<file path="config.mk">
export PLATFORM = sky130hd
export DESIGN_NAME = transport_tx_flat
export DESIGN_NICKNAME = d
export VERILOG_FILES = /design/src/rtl/transport_pkg.sv /design/src/rtl/transport_if.sv /design/src/rtl/transport_chk.sv /design/src/rtl/transport_tx.sv /design/src/flat_wrapper.sv
export SDC_FILE = /design/constraint.sdc
export NUM_CORES = 1
export LEC_CHECK = 0
export CORE_MARGIN = 5
export CORE_UTILIZATION = 48
export CTS_CLUSTER_DIAMETER = 120
export DETAILED_ROUTE_END_ITERATION = 8
export GPL_ROUTABILITY_DRIVEN = 0
export GPL_TIMING_DRIVEN = 0
export MAX_ROUTING_LAYER = met4
export PLACE_DENSITY_LB_ADDON = 0.3
export SKIP_LAST_GASP = 1
export SLEW_MARGIN = 20
export SYNTH_ARGS = -nofsm -noshare
export SYNTH_HDL_FRONTEND = slang
export SYNTH_SLANG_ARGS = --single-unit
</file>
<file path="constraint.sdc">
create_clock -name clk -period 5.85 [get_ports clk]
set_input_delay 0.585 -clock clk [delete_from_list [all_inputs] [get_ports clk]]
set_output_delay 0.585 -clock clk [all_outputs]
set_load 0.005 [all_outputs]
</file>
<file path="src/rtl/transport_pkg.sv">
// Shared encodings for the transport transmit path: session commands, frame types, FSM states,
// and the check-byte seed.
package transport_pkg;

    typedef enum logic [1:0] {
        CMD_NONE  = 2'b00,
        CMD_CTRL  = 2'b01,
        CMD_VOICE = 2'b10,
        CMD_FLUSH = 2'b11
    } cmd_e;

    localparam logic [1:0] TYPE_CTRL  = 2'b01;
    localparam logic [1:0] TYPE_VOICE = 2'b10;

    typedef enum logic [2:0] {
        IDLE,
        COLLECT,
        HDR_DST,
        HDR_SRC,
        HDR_LEN,
        PAY_HI,
        PAY_LO,
        CHECK
    } state_e;

    localparam logic [7:0] CHK_INIT  = 8'h00;
    localparam logic [7:0] CRC8_POLY = 8'h07;

    // One byte of CRC-8, MSB first, no reflection.
    function automatic logic [7:0] crc8_byte(input logic [7:0] crc, input logic [7:0] b);
        logic [7:0] c;
        c = crc ^ b;
        for (int i = 0; i < 8; i++) begin
            c = c[7] ? ({c[6:0], 1'b0} ^ CRC8_POLY) : {c[6:0], 1'b0};
        end
        return c;
    endfunction

endpackage

</file>
<file path="src/rtl/transport_if.sv">
// Session command and PHY byte-stream signals of the transport transmitter.
// The master side is the session/PHY environment; the slave side is transport_tx.
interface transport_if;
    logic [1:0]  cmd;
    logic [15:0] dataOut;
    logic [7:0]  phoneOut;
    logic        transportBusy;
    logic [7:0]  tx_data;
    logic        tx_valid;
    logic        tx_ready;
    logic        frame_done;

    modport master (
        output cmd, dataOut, phoneOut, tx_ready,
        input  transportBusy, tx_data, tx_valid, frame_done
    );

    modport slave (
        input  cmd, dataOut, phoneOut, tx_ready,
        output transportBusy, tx_data, tx_valid, frame_done
    );
endinterface

</file>
<file path="src/rtl/transport_chk.sv">
// Byte-serial frame check accumulator: mod-256 sum, or CRC-8/0x07 when TRANSPORT_CRC8_EN is defined.
// next_o is combinational (acc folded with byte_i); the accumulator updates only on byte_en_i.
module transport_chk
    import transport_pkg::*;
(
    input  logic       clk,
    input  logic       reset,
    input  logic       clr_i,
    input  logic       byte_en_i,
    input  logic [7:0] byte_i,
    output logic [7:0] next_o
);
    logic [7:0] acc_q;

`ifdef TRANSPORT_CRC8_EN
    assign next_o = crc8_byte(acc_q, byte_i);
`else
    assign next_o = acc_q + byte_i;
`endif

    always_ff @(posedge clk or negedge reset) begin
        if (!reset) begin
            acc_q <= CHK_INIT;
        end else if (clr_i) begin
            acc_q <= CHK_INIT;
        end else if (byte_en_i) begin
            acc_q <= next_o;
        end
    end
endmodule

</file>
<file path="src/rtl/transport_tx.sv">
// Frames session control/voice words into addressed, checked byte streams (check byte selected by TRANSPORT_CRC8_EN).
// Byte0 valid one cycle after the last word is accepted; transportBusy stays high while streaming, bytes held on !tx_ready.
module transport_tx
    import transport_pkg::*;
#(
    parameter logic [7:0] MY_ADDR     = 8'h10,
    parameter int          VOICE_WORDS = 8
) (
    input logic        clk,
    input logic        reset,
    transport_if.slave bus
);
    localparam int         IDXW = (VOICE_WORDS > 1) ? $clog2(VOICE_WORDS) : 1;
    localparam logic [5:0] VW6  = 6'(VOICE_WORDS);

    state_e      state_q;
    logic [7:0]  dest_q;
    logic [7:0]  ctrl_dest_q;
    logic [15:0] ctrl_word_q;
    logic        ctrl_pending_q;
    logic [1:0]  type_q;
    logic [5:0]  len_q;
    logic [5:0]  count_q;
    logic [5:0]  widx_q;
    logic [7:0]  tx_data_q;
    logic        tx_valid_q;
    logic [15:0] buf_q [1 << IDXW];

    logic        accept_cmd;
    logic        xfer;
    logic [5:0]  count_d;
    logic [15:0] pay_word;
    logic        chk_clr;
    logic        chk_en;
    logic [7:0]  chk_next;

    assign accept_cmd = (bus.cmd != CMD_NONE) && !tx_valid_q;
    assign xfer       = tx_valid_q && bus.tx_ready;
    assign count_d    = count_q + 6'd1;
    assign pay_word   = (type_q == TYPE_CTRL) ? ctrl_word_q : buf_q[widx_q[IDXW-1:0]];

    // Accumulator idles at its seed outside a frame; the check byte is already latched by CHECK.
    assign chk_clr = !tx_valid_q || (state_q == CHECK);
    assign chk_en  = xfer && (state_q != CHECK);

    transport_chk u_chk (
        .clk       (clk),
        .reset     (reset),
        .clr_i     (chk_clr),
        .byte_en_i (chk_en),
        .byte_i    (tx_data_q),
        .next_o    (chk_next)
    );

    always_ff @(posedge clk or negedge reset) begin
        if (!reset) begin
            state_q        <= IDLE;
            dest_q         <= '0;
            ctrl_dest_q    <= '0;
            ctrl_word_q    <= '0;
            ctrl_pending_q <= 1'b0;
            type_q         <= '0;
            len_q          <= '0;
            count_q        <= '0;
            widx_q         <= '0;
            tx_data_q      <= '0;
            tx_valid_q     <= 1'b0;
            for (int i = 0; i < (1 << IDXW); i++) begin
                buf_q[i] <= '0;
            end
        end else begin
            case (state_q)
                IDLE, COLLECT: begin
                    if (accept_cmd) begin
                        case (cmd_e'(bus.cmd))
                            CMD_CTRL: begin
                                ctrl_word_q <= bus.dataOut;
                                widx_q      <= '0;
                                tx_valid_q  <= 1'b1;
                                state_q     <= HDR_DST;
                                if (state_q == COLLECT) begin
                                    // Ship the partial voice frame first; the control frame follows from CHECK.
                                    ctrl_dest_q    <= bus.phoneOut;
                                    ctrl_pending_q <= 1'b1;
                                    type_q         <= TYPE_VOICE;
                                    len_q          <= count_q;
                                    tx_data_q      <= dest_q;
                                end else begin
                                    dest_q    <= bus.phoneOut;
                                    type_q    <= TYPE_CTRL;
                                    len_q     <= 6'd1;
                                    tx_data_q <= bus.phoneOut;
                                end
                            end
                            CMD_VOICE: begin
                                buf_q[count_q[IDXW-1:0]] <= bus.dataOut;
                                count_q                  <= count_d;
                                if (state_q == IDLE) begin
                                    dest_q <= bus.phoneOut;
                                end
                                if (count_d == VW6) begin
                                    type_q     <= TYPE_VOICE;
                                    len_q      <= count_d;
                                    tx_data_q  <= (state_q == IDLE) ? bus.phoneOut : dest_q;
                                    widx_q     <= '0;
                                    tx_valid_q <= 1'b1;
                                    state_q    <= HDR_DST;
                                end else begin
                                    state_q <= COLLECT;
                                end
                            end
                            CMD_FLUSH: begin
                                if (state_q == COLLECT) begin
                                    type_q     <= TYPE_VOICE;
                                    len_q      <= count_q;
                                    tx_data_q  <= dest_q;
                                    widx_q     <= '0;
                                    tx_valid_q <= 1'b1;
                                    state_q    <= HDR_DST;
                                end
                            end
                            default: ;
                        endcase
                    end
                end
                HDR_DST: if (xfer) begin
                    tx_data_q <= MY_ADDR;
                    state_q   <= HDR_SRC;
                end
                HDR_SRC: if (xfer) begin
                    tx_data_q <= {type_q, len_q};
                    state_q   <= HDR_LEN;
                end
                HDR_LEN: if (xfer) begin
                    tx_data_q <= pay_word[15:8];
                    state_q   <= PAY_HI;
                end
                PAY_HI: if (xfer) begin
                    tx_data_q <= pay_word[7:0];
                    widx_q    <= widx_q + 6'd1;
                    state_q   <= PAY_LO;
                end
                PAY_LO: if (xfer) begin
                    if (widx_q == len_q) begin
                        tx_data_q <= chk_next;
                        state_q   <= CHECK;
                    end else begin
                        tx_data_q <= pay_word[15:8];
                        state_q   <= PAY_HI;
                    end
                end
                CHECK: if (xfer) begin
                    count_q <= '0;
                    widx_q  <= '0;
                    if (ctrl_pending_q) begin
                        ctrl_pending_q <= 1'b0;
                        dest_q         <= ctrl_dest_q;
                        type_q         <= TYPE_CTRL;
                        len_q          <= 6'd1;
                        tx_data_q      <= ctrl_dest_q;
                        state_q        <= HDR_DST;
                    end else begin
                        tx_data_q  <= '0;
                        tx_valid_q <= 1'b0;
                        state_q    <= IDLE;
                    end
                end
                default: state_q <= IDLE;
            endcase
        end
    end

    assign bus.transportBusy = tx_valid_q;
    assign bus.tx_valid      = tx_valid_q;
    assign bus.tx_data       = tx_data_q;
    assign bus.frame_done    = xfer && (state_q == CHECK);
endmodule

</file>
<file path="src/flat_wrapper.sv">
// flat-port wrapper written by rule: the top's interface ports become plain ports
module transport_tx_flat import transport_pkg::*;
#(
    parameter logic [7:0] MY_ADDR     = 8'h10,
    parameter int          VOICE_WORDS = 8
)
  (clk, reset, bus_cmd, bus_dataOut, bus_phoneOut, bus_tx_ready, bus_transportBusy, bus_tx_data, bus_tx_valid, bus_frame_done);
  transport_if bus_i ();
  input logic clk;
  input logic reset;
  input wire logic [$bits(bus_i.cmd)-1:0] bus_cmd;
  input wire logic [$bits(bus_i.dataOut)-1:0] bus_dataOut;
  input wire logic [$bits(bus_i.phoneOut)-1:0] bus_phoneOut;
  input wire logic [$bits(bus_i.tx_ready)-1:0] bus_tx_ready;
  output wire logic [$bits(bus_i.transportBusy)-1:0] bus_transportBusy;
  output wire logic [$bits(bus_i.tx_data)-1:0] bus_tx_data;
  output wire logic [$bits(bus_i.tx_valid)-1:0] bus_tx_valid;
  output wire logic [$bits(bus_i.frame_done)-1:0] bus_frame_done;
  assign bus_i.cmd = bus_cmd;
  assign bus_i.dataOut = bus_dataOut;
  assign bus_i.phoneOut = bus_phoneOut;
  assign bus_i.tx_ready = bus_tx_ready;
  assign bus_transportBusy = bus_i.transportBusy;
  assign bus_tx_data = bus_i.tx_data;
  assign bus_tx_valid = bus_i.tx_valid;
  assign bus_frame_done = bus_i.frame_done;
  transport_tx #(.MY_ADDR(MY_ADDR), .VOICE_WORDS(VOICE_WORDS)) u_core (.clk(clk), .reset(reset), .bus(bus_i));
endmodule
</file>
Word level (Yosys, flattened, before mapping)
Cells that the tools add are included.

Register bits after elaboration: 201. Output and inout bits: 11. Word-level logic and storage cells: 161.

$add $sub $neg: 3. Magnitude comparators: 3. Equal/unequal tests: 30. Multiplexer cells: 79. Bitwise operators: 2. Reduce and logical (&&, ||, !) cells: 24.

Operators with widths (count): two-way mux 8 bit (18); bitwise mux 128 bit (1); two-way mux 6 bit (13); two-way mux 16 bit (4); one-hot mux 8 bit (7 select lines) (1); one-hot mux 6 bit (3 select lines) (3); binary-select mux 16 bit (select 3 bit) (1); demux 16 bit (select 3 bit) (1); one-hot mux 8 bit (2 select lines) (2); two-way mux 3 bit (8); one-hot mux 6 bit (2 select lines) (2); one-hot mux 8 bit (3 select lines) (1); one-hot mux 3 bit (7 select lines) (1); AND reduction 7 bit (3); two-way mux 2 bit (9); != test 2 x 1 -> 1 bit (second input constant) (9); adder 6 x 1 -> 6 bit (second input constant) (2); equality test 3 bit (second input constant) (4); AND reduction 10 bit (1); AND reduction 5 bit (2); one-hot mux 3 bit (3 select lines) (1); AND reduction 9 bit (1); adder 8 bit (1); >= comparator 4 bit (second input constant) (2); 26 further kinds (50).

Logic depth before layout (Yosys ltp)
Gate-level depths: netlist (run 1).

Depth in word-level cells: 8. Mapped depth: 9.

Modules after synthesis
A second synthesis (run 1) with hierarchy kept.

Cell total of the unflattened synthesis: 832. Area total of the unflattened synthesis: 10274.9 um^2.

Modules (own cells, without submodules): transport_tx (instances 1, cells each 765, area each 9629.2 um^2, sequential area each 4829.6 um^2); transport_chk (instances 1, cells each 67, area each 645.6 um^2, sequential area each 200.2 um^2).

Worst setup path before layout (run 1)
Ideal clock, no wire load.

Path type: input-to-reg. Start: input bus_cmd[0]. End: register u_core.buf_q[10] (netlist name). Library setup time: 0.125 ns. Data arrival time: 2.123 ns. Data required time: 5.725 ns. Slack: 3.603 ns. Stages on the path: 7. Path buffers: 1. Cell sequence: inv_1 ha_1 or4_4 nor2_8 nand2_2 buf_2 mux2_2.

Cells in the longest elaborated chain, start to end: 3.

Ends and longest elaborated chain: start: declaration (line flat_wrapper.sv:11) `input wire logic [$bits(bus_i.cmd)-1:0] bus_cmd;`; nonzero test 2 bit (line transport_tx.sv:37) `assign accept_cmd = (bus.cmd != CMD_NONE) && !tx_valid_q;`; logical AND 1 bit (line transport_tx.sv:37); AND reduction 3 bit (no line) *; end signal: indexed assignment (line transport_tx.sv:96) `buf_q[count_q[IDXW-1:0]] <= bus.dataOut;`; end: declaration (line transport_tx.sv:27) `logic [15:0] buf_q [1 << IDXW];`.

Every way passes the cells marked *; elsewhere a longest branch is shown, timed or not. A chain may end at the register's enable or synchronous reset.

Worst setup path in the final report (run 1)
Start: register u_core.state_q[1]. End: output bus_frame_done.

Cells in the longest elaborated chain, start to end: 2.

Ends and longest elaborated chain: start: declaration (line transport_tx.sv:16) `state_e state_q;`; start signal: assignment (line transport_tx.sv:57) `state_q <= IDLE;`; start signal: assignment (line transport_tx.sv:80) `state_q <= HDR_DST;`; start signal: assignment (line transport_tx.sv:107) `state_q <= HDR_DST;`; equality test 3 bit (line transport_tx.sv:176) `assign bus.frame_done = xfer && (state_q == CHECK);`; logical AND 1 bit (line transport_tx.sv:176); end: declaration (line flat_wrapper.sv:18) `output wire logic [$bits(bus_i.frame_done)-1:0] bus_frame_done;`.

Every way passes these cells.

==> results of run 1 <==
## worst paths after layout
check	from	endpoint	slack, ns	depth (start not counted)
max	u_core.state_q[1]	bus_frame_done	3.08	5
min in group asynchronous	reset	u_core.count_q[5]	0.52	2
min reg2reg	u_core.buf_q[23]	u_core.buf_q[23]	0.49	1
min	u_core.buf_q[23]	u_core.buf_q[23]	0.49	1
max in group asynchronous	reset	u_core.ctrl_word_q[15]	4.60	3
max reg2reg	u_core.widx_q[0]	u_core.bus.tx_data[3]	3.16	8
## kinds of logic after synthesis
group / share of synthesized area
AO/OA/AOI/OAI: 0.103
AND/OR/NAND/NOR: 0.0815
adder cells (fa/ha/maj): 0.0181
multiplexers: 0.262
buffers and inverters: 0.0250
XOR/XNOR: 0.0130
flip-flops: 0.497
## state kept, by name, summed over array words and instances, names as in the netlist
signal and count:
u_core.ctrl_dest_q 8, u_core.bus.tx_data 8, u_core.u_chk.acc_q 8, u_core.dest_q 8, u_core.state_q 3, u_core.type_q 2
u_core.len_q 6, u_core.ctrl_word_q 16, u_core.ctrl_pending_q 1, u_core.bus.transportBusy 1, u_core.buf_q 128, u_core.widx_q 6
u_core.count_q 6
## stage by stage
step / setup TNS (ns) / utilization
3_5_place_dp: 0 / 0.522
3_3_place_gp: -896.68 / 0.519
4_1_cts: 0 / 0.554
5_1_grt: 0 / 0.554
2_1_floorplan: 0 / -
6_report: 0 / 0.554
## metal layers
layer / track usage / vias up
met3: 0.0278 / 45
met2: 0.326 / 160
met4: 0.0601 / 0
li1: - / 3136
met1: 0.301 / 3499
met5: - / -
## layout by cell type (no fill, tap or decap), types with 4 or more instances in the layout
cell type,count
o21ai_0,28
o22ai_1,12
a211oi_1,10
o31ai_1,13
a22o_1,6
clkbuf_1,20
nand3_1,15
clkbuf_16,22
ha_1,13
a22oi_1,5
a21oi_1,41
a21o_1,6
xor2_1,4
a211o_1,6
inv_1,6
nand2_1,43
dfrtp_1,201
xnor2_1,11
nand2_2,4
nor2_1,62
mux2i_1,24
clkdlybuf4s50_1,37
buf_2,24
mux2_1,10
mux4_2,26
mux2_2,152
nor2b_1,8
## critical path, cell delays in order (launching register included)
cell and delay [ns]:
dfrtp_1 0.33, buf_2 0.20, nand3_1 0.17, clkbuf_1 0.28, nor2_1 0.18, clkdlybuf4s50_1 0.52
## power by group
part	internal [W]	total, W	switching (W)
clock network	0.000776	0.00132	0.000544
logic	0.000762	0.00171	0.000949
registers	0.00169	0.00190	0.000212
total	0.00323	0.00493	0.00170
## area by class of cell
type	instances	area share
inverters	6	0.00194
well taps	275	0.0297
clock inverters	2	0.00400
clock buffers	34	0.0540
flip-flops and latches	201	0.434
multi-input cells	560	0.417
repair buffers	41	0.0389
plain buffers	44	0.0199
## what timing repair did
action | in CTS | in global routing
hold buffers | 1 | 0
gates resized for setup | 0 | 0
endpoints found under the hold margin | 25 | 0
==> impl_results.md, run 1 <==
* Share of cells above drive strength 1 at 0.294
* Gate Count Post-Synth at 811
* Overall routed net length at between 20 and 25 mm
* CTS clk-pin slew, worst paths at about 0.060 ns
* Post-CTS setup buffers at 0
* First-pass GRT wire length at around 40 mm
* Worst vdd ir at 0.219 mV
* Initial antenna violation count at 0
* CP arrival at 2.18 ns
* # setup viols final at 0
* Die height at roughly 160 µm
* Storage element area at about 5000 µm²
* WL met3 at about 990 µm
* Wire per inst at 21.2 µm
* Worst Setup Start Kind: flip-flop
* Fin. max-slew vios at 0
* HP Class: reg -> reg
* Worst-Margin Slew at 1.07 ns
* Critical Path End Type: output port
* GRT overflow at 0
* Outcome: finished clean
* H-tree levels at 1
* Top layer in use: met4
* PnR worst setup slack at between 3 and 4 ns
* Design area at around 12000 µm²
* DRC Markers at 0
* Slew margin rel. at 0.282
* Post-route ant nets at 0
* Fin Hold WS at ~0.49 ns
* Initial cell density of the core at 0.484
* Power Density at about 430 nW/µm²
* Yosys reg bits at approximately 200
* Met1 WL at about 12 mm
* Filler cell count at 1772
* DR vias at approximately 6800
* Tmin final at 2.77 ns
* FFs w/ async S/R, synth at 1.00
* Synthesized area at just over 10000 µm²
* Cells after DPL at between 1000 and 1500
* Place WS at roughly 2.6 ns
* Vias in the first global route at 7029
* Largest net degree at the start of global routing at between 90 and 100
* Die area at ~24000 µm²
* Max Cap Viol at 0
* Post-synth top area cell: dfrtp_1
* I/O Pins at 40
* Clk buf depth at 3
* First-pass DRT Iterations at 5
* Layout Skew at 0.0183 ns
* DPL Wire Length at between 15 and 20 mm
* Area of the multi-input gates at a little under 5000 µm²
* Core area at 20900 µm²
* Die X at between 150 and 200 µm
* Synth warn at 0
* GRT Total Usage at 0.213
* Final net count at 919
* CP Max Fanout at 10
* Clock Sinks at 201
* Num CTS Buffers at 22
* EDFF count, synth at 0
* Root buf cell: clkbuf_16
* Yosys top cell area share at 0.497
* Sequential-to-total area share from yosys stat at 0.497
* Distinct cells, synth at 68
* Input/output buffers at 38
* Critical Path RT at around 5.3 ns
* Top_reg_cell synth: dfrtp_1
* Unrepaired setup endpoints after global routing: false
* Max Freq at between 300 and 400 MHz
* Clk_lat worst skew at approximately 0.5 ns
* DR vias/cell at 5.88
* Most numerous cell in the Yosys netlist: dfrtp_1
* Leak at ~5.4 nW
* Iteration-0 DRC count of the detailed router at roughly 500
* TritonCTS clock tree: built
* Placed cell area at around 11000 µm²
* Row cnt at 53
* Synth area leaders: dfrtp_1, mux2_2, mux4_2
* Commonest cells in the netlist: dfrtp_1, mux2_2, nor2_1
* Non-Filler Instances at ~1200
* Number of inserted diodes at 0
* Hold Vio Cnt, Final at 0
* Critical path class: reg -> out
* Met2 routed wirelength at 11.4 mm
* Syn Nets at 854
* Overall power at roughly 0.005 W
* Avg Cell Area, Syn at ~12 µm²
* Layout area overhead at 14.5%
* Tcrit/Tclk final at 0.473
No activity file was read; power rests on OpenSTA's default activity.
==> inputs of run 2 (changes only) <==
- clock period: 5.85 -> 2.6 ns (I/O delays scaled with it)
==> impl_results.md, run 2 (synthesis gave the netlist of run 1 again) <==
* DR vias/cell at 5.89 (+0.16%)
* Net Switching at 0.00386 W (+130%)
* Post-route ant nets at 0 (unchanged)
* Critical Path End Type: flip-flop
* # setup viols final at 0 (unchanged)
* Clock Sinks at 201 (unchanged)
* I/O Pins at 40 (unchanged)
* First-pass GRT wire length at 39.5 mm (unchanged)
* Switching Share at 0.346 (+0.000826)
* Wire per inst at 21.2 µm (about the same)
* Critical path's top delay family: compound AO/OA/AOI/OAI gates
* Overall power at 0.0112 W (+130%)
* Number of inserted diodes at 0 (unchanged)
* Final net count at 919 (unchanged)
* Biggest regs: u_core.buf_q: 128 flops, u_core.ctrl_word_q: 16 flops
* Hold Vio Cnt, Final at 0 (unchanged)
* Core area at 20900 µm² (unchanged)
* Max Cap Viol at 0 (unchanged)
* Iteration-0 DRC count of the detailed router at 493 (-0.60%)
* Initial cell density of the core at 0.484 (unchanged)
* Reg2reg start: u_core.widx_q[0]
* Power Density at 960 nW/µm² (+130%)
* Part of the power in combinational logic at 0.350 (+0.003)
* Filler cell count at 1763 (-0.51%)
* Leak at 5.37 nW (+0.18%)
* Row cnt at 53 (unchanged)
* Commonest non-fill, non-tap cell in the layout: dfrtp_1
* DRC Markers at 0 (unchanged)
* Share of cells above drive strength 1 at 0.298 (+0.00450)
* Input/output buffers at 38 (unchanged)
* Layout area overhead at 14.9%
* Max Freq at around 390 MHz
* Die X at 155 µm (unchanged)
* Slew margin rel. at 0.271 (-0.0113)
* GRT overflow at 0 (unchanged)
* First-pass DRT Iterations at 5 (unchanged)
* DPL Wire Length at 16.7 mm (unchanged)
* GRT Total Usage at 0.213 (unchanged)
* Post-route core utilization at 0.556 (+0.00180)
* Layout Skew at 0.0193 ns (+0.000977 ns)
* DR vias at 6851 (+0.16%)
* CP Max Fanout at 10 (unchanged)
* Worst path max stage delay at 0.52 ns (about the same)
* Seq pwr share at 0.384 (-0.002)
* CP Buf/Inv Count at 2 (-1)
* Routing usage on met1 at 0.301 (unchanged)
* HP Class: in -> async
* CP startpoint: u_core.widx_q[0]
* Clk network pwr share at 0.266 (about the same)
* Clk buf depth at 3 (unchanged)
* H-tree levels at 1 (unchanged)
* Num CTS Buffers at 22 (unchanged)
* Outcome: finished clean
* Clk_lat worst skew at 0.51 ns (about the same)
* Tcrit/Tclk final at 0.978
* TritonCTS clock tree: built
* GRT Max-Usage Layer: met2
* Highest-delay cell along the critical path: a222oi_1
* CTS clk-pin slew, worst paths at 0.06 ns (about the same)
* Initial antenna violation count at 0 (unchanged)
* Overall routed net length at 24.7 mm (about the same)
* Register with the most flip-flops: u_core.buf_q
* Tmin final at approximately 2.5 ns
* Worst Setup Start Kind: flip-flop
* CP arrival at 2.92 ns (+0.74 ns)
* Post-CTS setup buffers at 0 (unchanged)
* CP Cell Sequence: buf_4 -> buf_12 -> mux2_2 -> a222oi_1 -> a21oi_2 -> a211o_1 -> a211oi_1 -> o31ai_1
* Grt met3 use at 0.0278 (unchanged)
* Die area at 24100 µm² (unchanged)
* Die height at 155 µm (unchanged)
* Unrepaired setup endpoints after global routing: true
* Worst vdd ir at 0.489 mV (+120%)
* Fin. max-slew vios at 0 (unchanged)
* Flip-flop count of the largest register after layout at 128 (unchanged)
* Commonest cells after routing, fill and taps aside: dfrtp_1, mux2_2, nor2_1
* Worst-Margin Slew at 1.08 ns (+0.0168 ns)
* Vias in the first global route at 7030 (+0.014%)
* Met2 Usage GRT at 0.326 (unchanged)
* Critical path class: reg -> reg
* Largest net degree at the start of global routing at 92 (unchanged)
* Root buf cell: clkbuf_16
* Critical Path RT at 2.98 ns (-2.29 ns)
* Internal power at 0.00729 W (+130%)
[run 2: layer usage]
layer	vias up	wire length [µm]
met5	-	0
met4	0	686
met1	3493	11400
met3	48	1090
met2	172	11500
li1	3138	-
[run 2: per-stage QoR]
| stage | hold slack, ns | cells | setup slack, ns | cell area [µm²] | setup TNS [ns] |
|---|---|---|---|---|---|
| finish | 0.199 | 1163 | 0.0560 | 11600 | 0 |
| global route | 0.216 | 1163 | -0.00652 | 11600 | -0.0116 |
| CTS | 0.198 | 1163 | 0.00377 | 11600 | 0 |
| detailed placement | 0.135 | 1126 | -0.284 | 10900 | -13.08 |
| global placement | 0.462 | 1124 | -7.40 | 10800 | -1494.80 |
| floorplan | -0.0356 | 811 | 0.467 | 10100 | 0 |
[run 2: area by class of cell]
class | instances | area (µm²) | share of cell area
clock inverter | 2 | 46.3 | 0.00398
buffer | 44 | 250 | 0.0215
timing repair buffer | 41 | 450 | 0.0388
sequential | 201 | 5030 | 0.433
inverter | 6 | 22.5 | 0.00194
clock buffer | 34 | 626 | 0.0538
tap | 275 | 344 | 0.0296
multi-input combinational | 560 | 4850 | 0.417
[run 2: timing repair]
item / in CTS / in global routing
endpoints found under the hold margin: 93 / 0
hold buffers: 1 / 0
endpoints found under the setup margin: 1 / 24
gates resized for setup: 1 / 12
pin swaps: 1 / 1
[run 2: worst paths after layout]
kind / to / slack [ns] / cells past startpoint
worst max register to register: u_core.bus.tx_data[3] / 0.06 / 8
worst min-delay path: u_core.count_q[5] / 0.20 / 2
worst max-delay path: u_core.bus.tx_data[3] / 0.06 / 8
worst min register to register: u_core.buf_q[23] / 0.49 / 1
max in group asynchronous: u_core.buf_q[44] / 1.68 / 3
min in group clk: u_core.u_chk.acc_q[2] / 0.25 / 3
[run 2: worst reg2reg max path: stages (launching register included)]
cell      delay, ns
dfrtp_1        0.35
buf_4          0.19
buf_12         0.17
mux2_2         0.36
a222oi_1       0.52
a21oi_2        0.16
a211o_1        0.34
a211oi_1       0.22
o31ai_1        0.10
[run 2: power groups by stage]
| stage | clock [W] | sequential, W | combinational [W] |
|---|---|---|---|
| floorplan | 0 | 0.00417 | 0.00274 |
| global placement | 0 | 0.00430 | 0.00376 |
| detailed placement | 0 | 0.00432 | 0.00382 |
| CTS | 0.00300 | 0.00427 | 0.00385 |
| global route | 0.00313 | 0.00437 | 0.00427 |
| finish | 0.00297 | 0.00428 | 0.00390 |
==> inputs of run 3 (changes only) <==
- CORE_MARGIN: 5 -> 2
==> impl_results.md, run 3 (synthesis gave the netlist of run 1 again) <==
* Outcome: finished clean
* Input/output buffers at 38 (unchanged)
* Leak at 5.37 nW (about the same)
* Wire per inst at 21.4 µm (+0.71%)
* Largest net degree at the start of global routing at 83 (-9.8%)
* Worst Setup Start Kind: flip-flop
* Worst vdd ir at 0.494 mV (+0.91%)
* Final net count at 919 (unchanged)
* Worst-Margin Slew at 1.08 ns (-0.00718 ns)
* Commonest non-fill, non-tap cell in the layout: dfrtp_1
* Post-route ant nets at 0 (unchanged)
* CP arrival at 2.88 ns (-0.04 ns)
* Fin Hold WS at 0.239 ns (+0.0399 ns)
* Layout area overhead at 14.7%
* Max Cap Viol at 0 (unchanged)
* Overall routed net length at 24.8 mm (+0.54%)
* Core area at 20800 µm² (-0.32%)
* GRT overflow at 0 (unchanged)
* Layout Skew at 0.00850 ns (-0.0108 ns)
* Place WS at -0.280 ns (+0.00461 ns)
* Hold Vio Cnt, Final at 0 (unchanged)
* Root buf cell: clkbuf_16
* Register with the most flip-flops: u_core.buf_q
* Max Freq at 401 MHz (+2.0%)
* Commonest cells after routing, fill and taps aside: dfrtp_1, mux2_2, nor2_1
* Critical path class: reg -> reg
* # setup viols final at 0 (unchanged)
* DR vias/cell at 5.94 (+0.86%)
* Tmin final at 2.50 ns (-0.0489 ns)
* CP Max Fanout at 10 (unchanged)
* Die X at 149 µm (-3.9%)
* DR vias at 6898 (+0.69%)
* Flip-flop count of the largest register after layout at 128 (unchanged)
* Biggest regs: u_core.buf_q: 128 flops, u_core.ctrl_word_q: 16 flops
* CTS clk-pin slew, worst paths at 0.06 ns (about the same)
* Unrepaired setup endpoints after global routing: true
* Vias in the first global route at 6921 (-1.6%)
* Initial antenna violation count at 0 (unchanged)
* Row cnt at 53 (unchanged)
* Num CTS Buffers at 22 (unchanged)
* First-pass GRT wire length at 39.5 mm (about the same)
* Clk_lat worst skew at 0.51 ns (about the same)
* Share of cells above drive strength 1 at 0.302 (+0.00406)
* Clock Sinks at 201 (unchanged)
* Iteration-0 DRC count of the detailed router at 453 (-8.1%)
* Critical Path End Type: flip-flop
* Initial cell density of the core at 0.486 (+0.00154)
* DRC Markers at 0 (unchanged)
* TritonCTS clock tree: built
* DPL Wire Length at 16.9 mm (+1.2%)
* I/O Pins at 40 (unchanged)
* Slew margin rel. at 0.276 (+0.00484)
* Clk buf depth at 3 (unchanged)
* GRT Total Usage at 0.237 (+0.0240)
* First-pass DRT Iterations at 5 (unchanged)
* Die area at 22200 µm² (-7.6%)
* Power Density at 957 nW/µm² (-0.35%)
* HP Class: in -> reg
* Fin. max-slew vios at 0 (unchanged)
* Die height at 149 µm (-3.9%)
* Number of inserted diodes at 0 (unchanged)
* PnR worst setup slack at 0.105 ns (+0.0489 ns)
* Critical Path RT at 2.99 ns (about the same)
* Tcrit/Tclk final at 0.960 (-0.0188)
* H-tree levels at 1 (unchanged)
-- run 3: cell types whose count changed in the layout (fill, tap and decap cells not counted), sizes merged --
cell / previous run / this run
clkbuf: 49 / 44
bufinv: 1 / 0
buf: 32 / 34
clkinv: 1 / 3
-- run 3: area by class of cell --
type,instances,area (µm²)
timing repair buffer,41,450
clock buffer,31,624
clock inverter,3,26.3
inverter,6,22.5
sequential,201,5030
fill,1793,9220
multi-input combinational,560,4860
buffer,44,246
tap,275,344
-- run 3: repair_timing --
item,4_1_cts,5_1_grt
pin swaps,0,2
hold buffers,1,0
hold endpoints to repair,56,0
setup buffers,0,0
setup endpoints to repair,2,16
resized for setup,1,12
-- run 3: routing by layer --
metal / vias up / track usage / routed length, µm
met4: 0 / 0.0695 / 774
met1: 3546 / 0.327 / 11100
met5: - / - / 0
li1: 3130 / - / -
met3: 51 / 0.0358 / 1220
met2: 171 / 0.367 / 11700
-- run 3: metrics by stage --
stage	power [W]	std cells	TNS, ns	area (µm²)	utilization
6_report	0.0111	1161	0	11600	0.557
5_1_grt	0.0117	1161	-0.00675	11600	0.557
4_1_cts	0.0111	1161	0	11600	0.555
3_5_place_dp	0.00816	1126	-10.81	10900	0.523
3_3_place_gp	0.00804	1124	-1483.70	10800	0.521
2_1_floorplan	0.00691	811	0	10100	-
-- run 3: where the power goes --
group	switching, W	total [W]	leakage, nW	internal (W)
registers	0.000481	0.00429	2.70	0.00380
logic	0.00217	0.00392	2.35	0.00174
clock network	0.00124	0.00290	0.320	0.00166
-- run 3: worst paths after layout --
kind | slack (ns) | endpoint | start | cells past startpoint
min in group asynchronous | 0.27 | u_core.count_q[5] | reset | 2
min reg2reg | 0.48 | u_core.buf_q[27] | u_core.buf_q[27] | 1
max | 0.10 | u_core.bus.tx_data[3] | u_core.widx_q[0] | 8
max in group asynchronous | 1.52 | u_core.buf_q[23] | reset | 3
max reg2reg | 0.10 | u_core.bus.tx_data[3] | u_core.widx_q[0] | 8
min | 0.24 | u_core.u_chk.acc_q[2] | bus_tx_ready | 3
-- run 3: worst max-delay path, stage by stage, from the launching register on --
cell and delay [ns]:
dfrtp_1 0.36, buf_6 0.16, buf_8 0.17, mux2_2 0.36, a222oi_1 0.49, a21oi_2 0.16
a211o_1 0.34, a211oi_1 0.23, o31ai_1 0.10
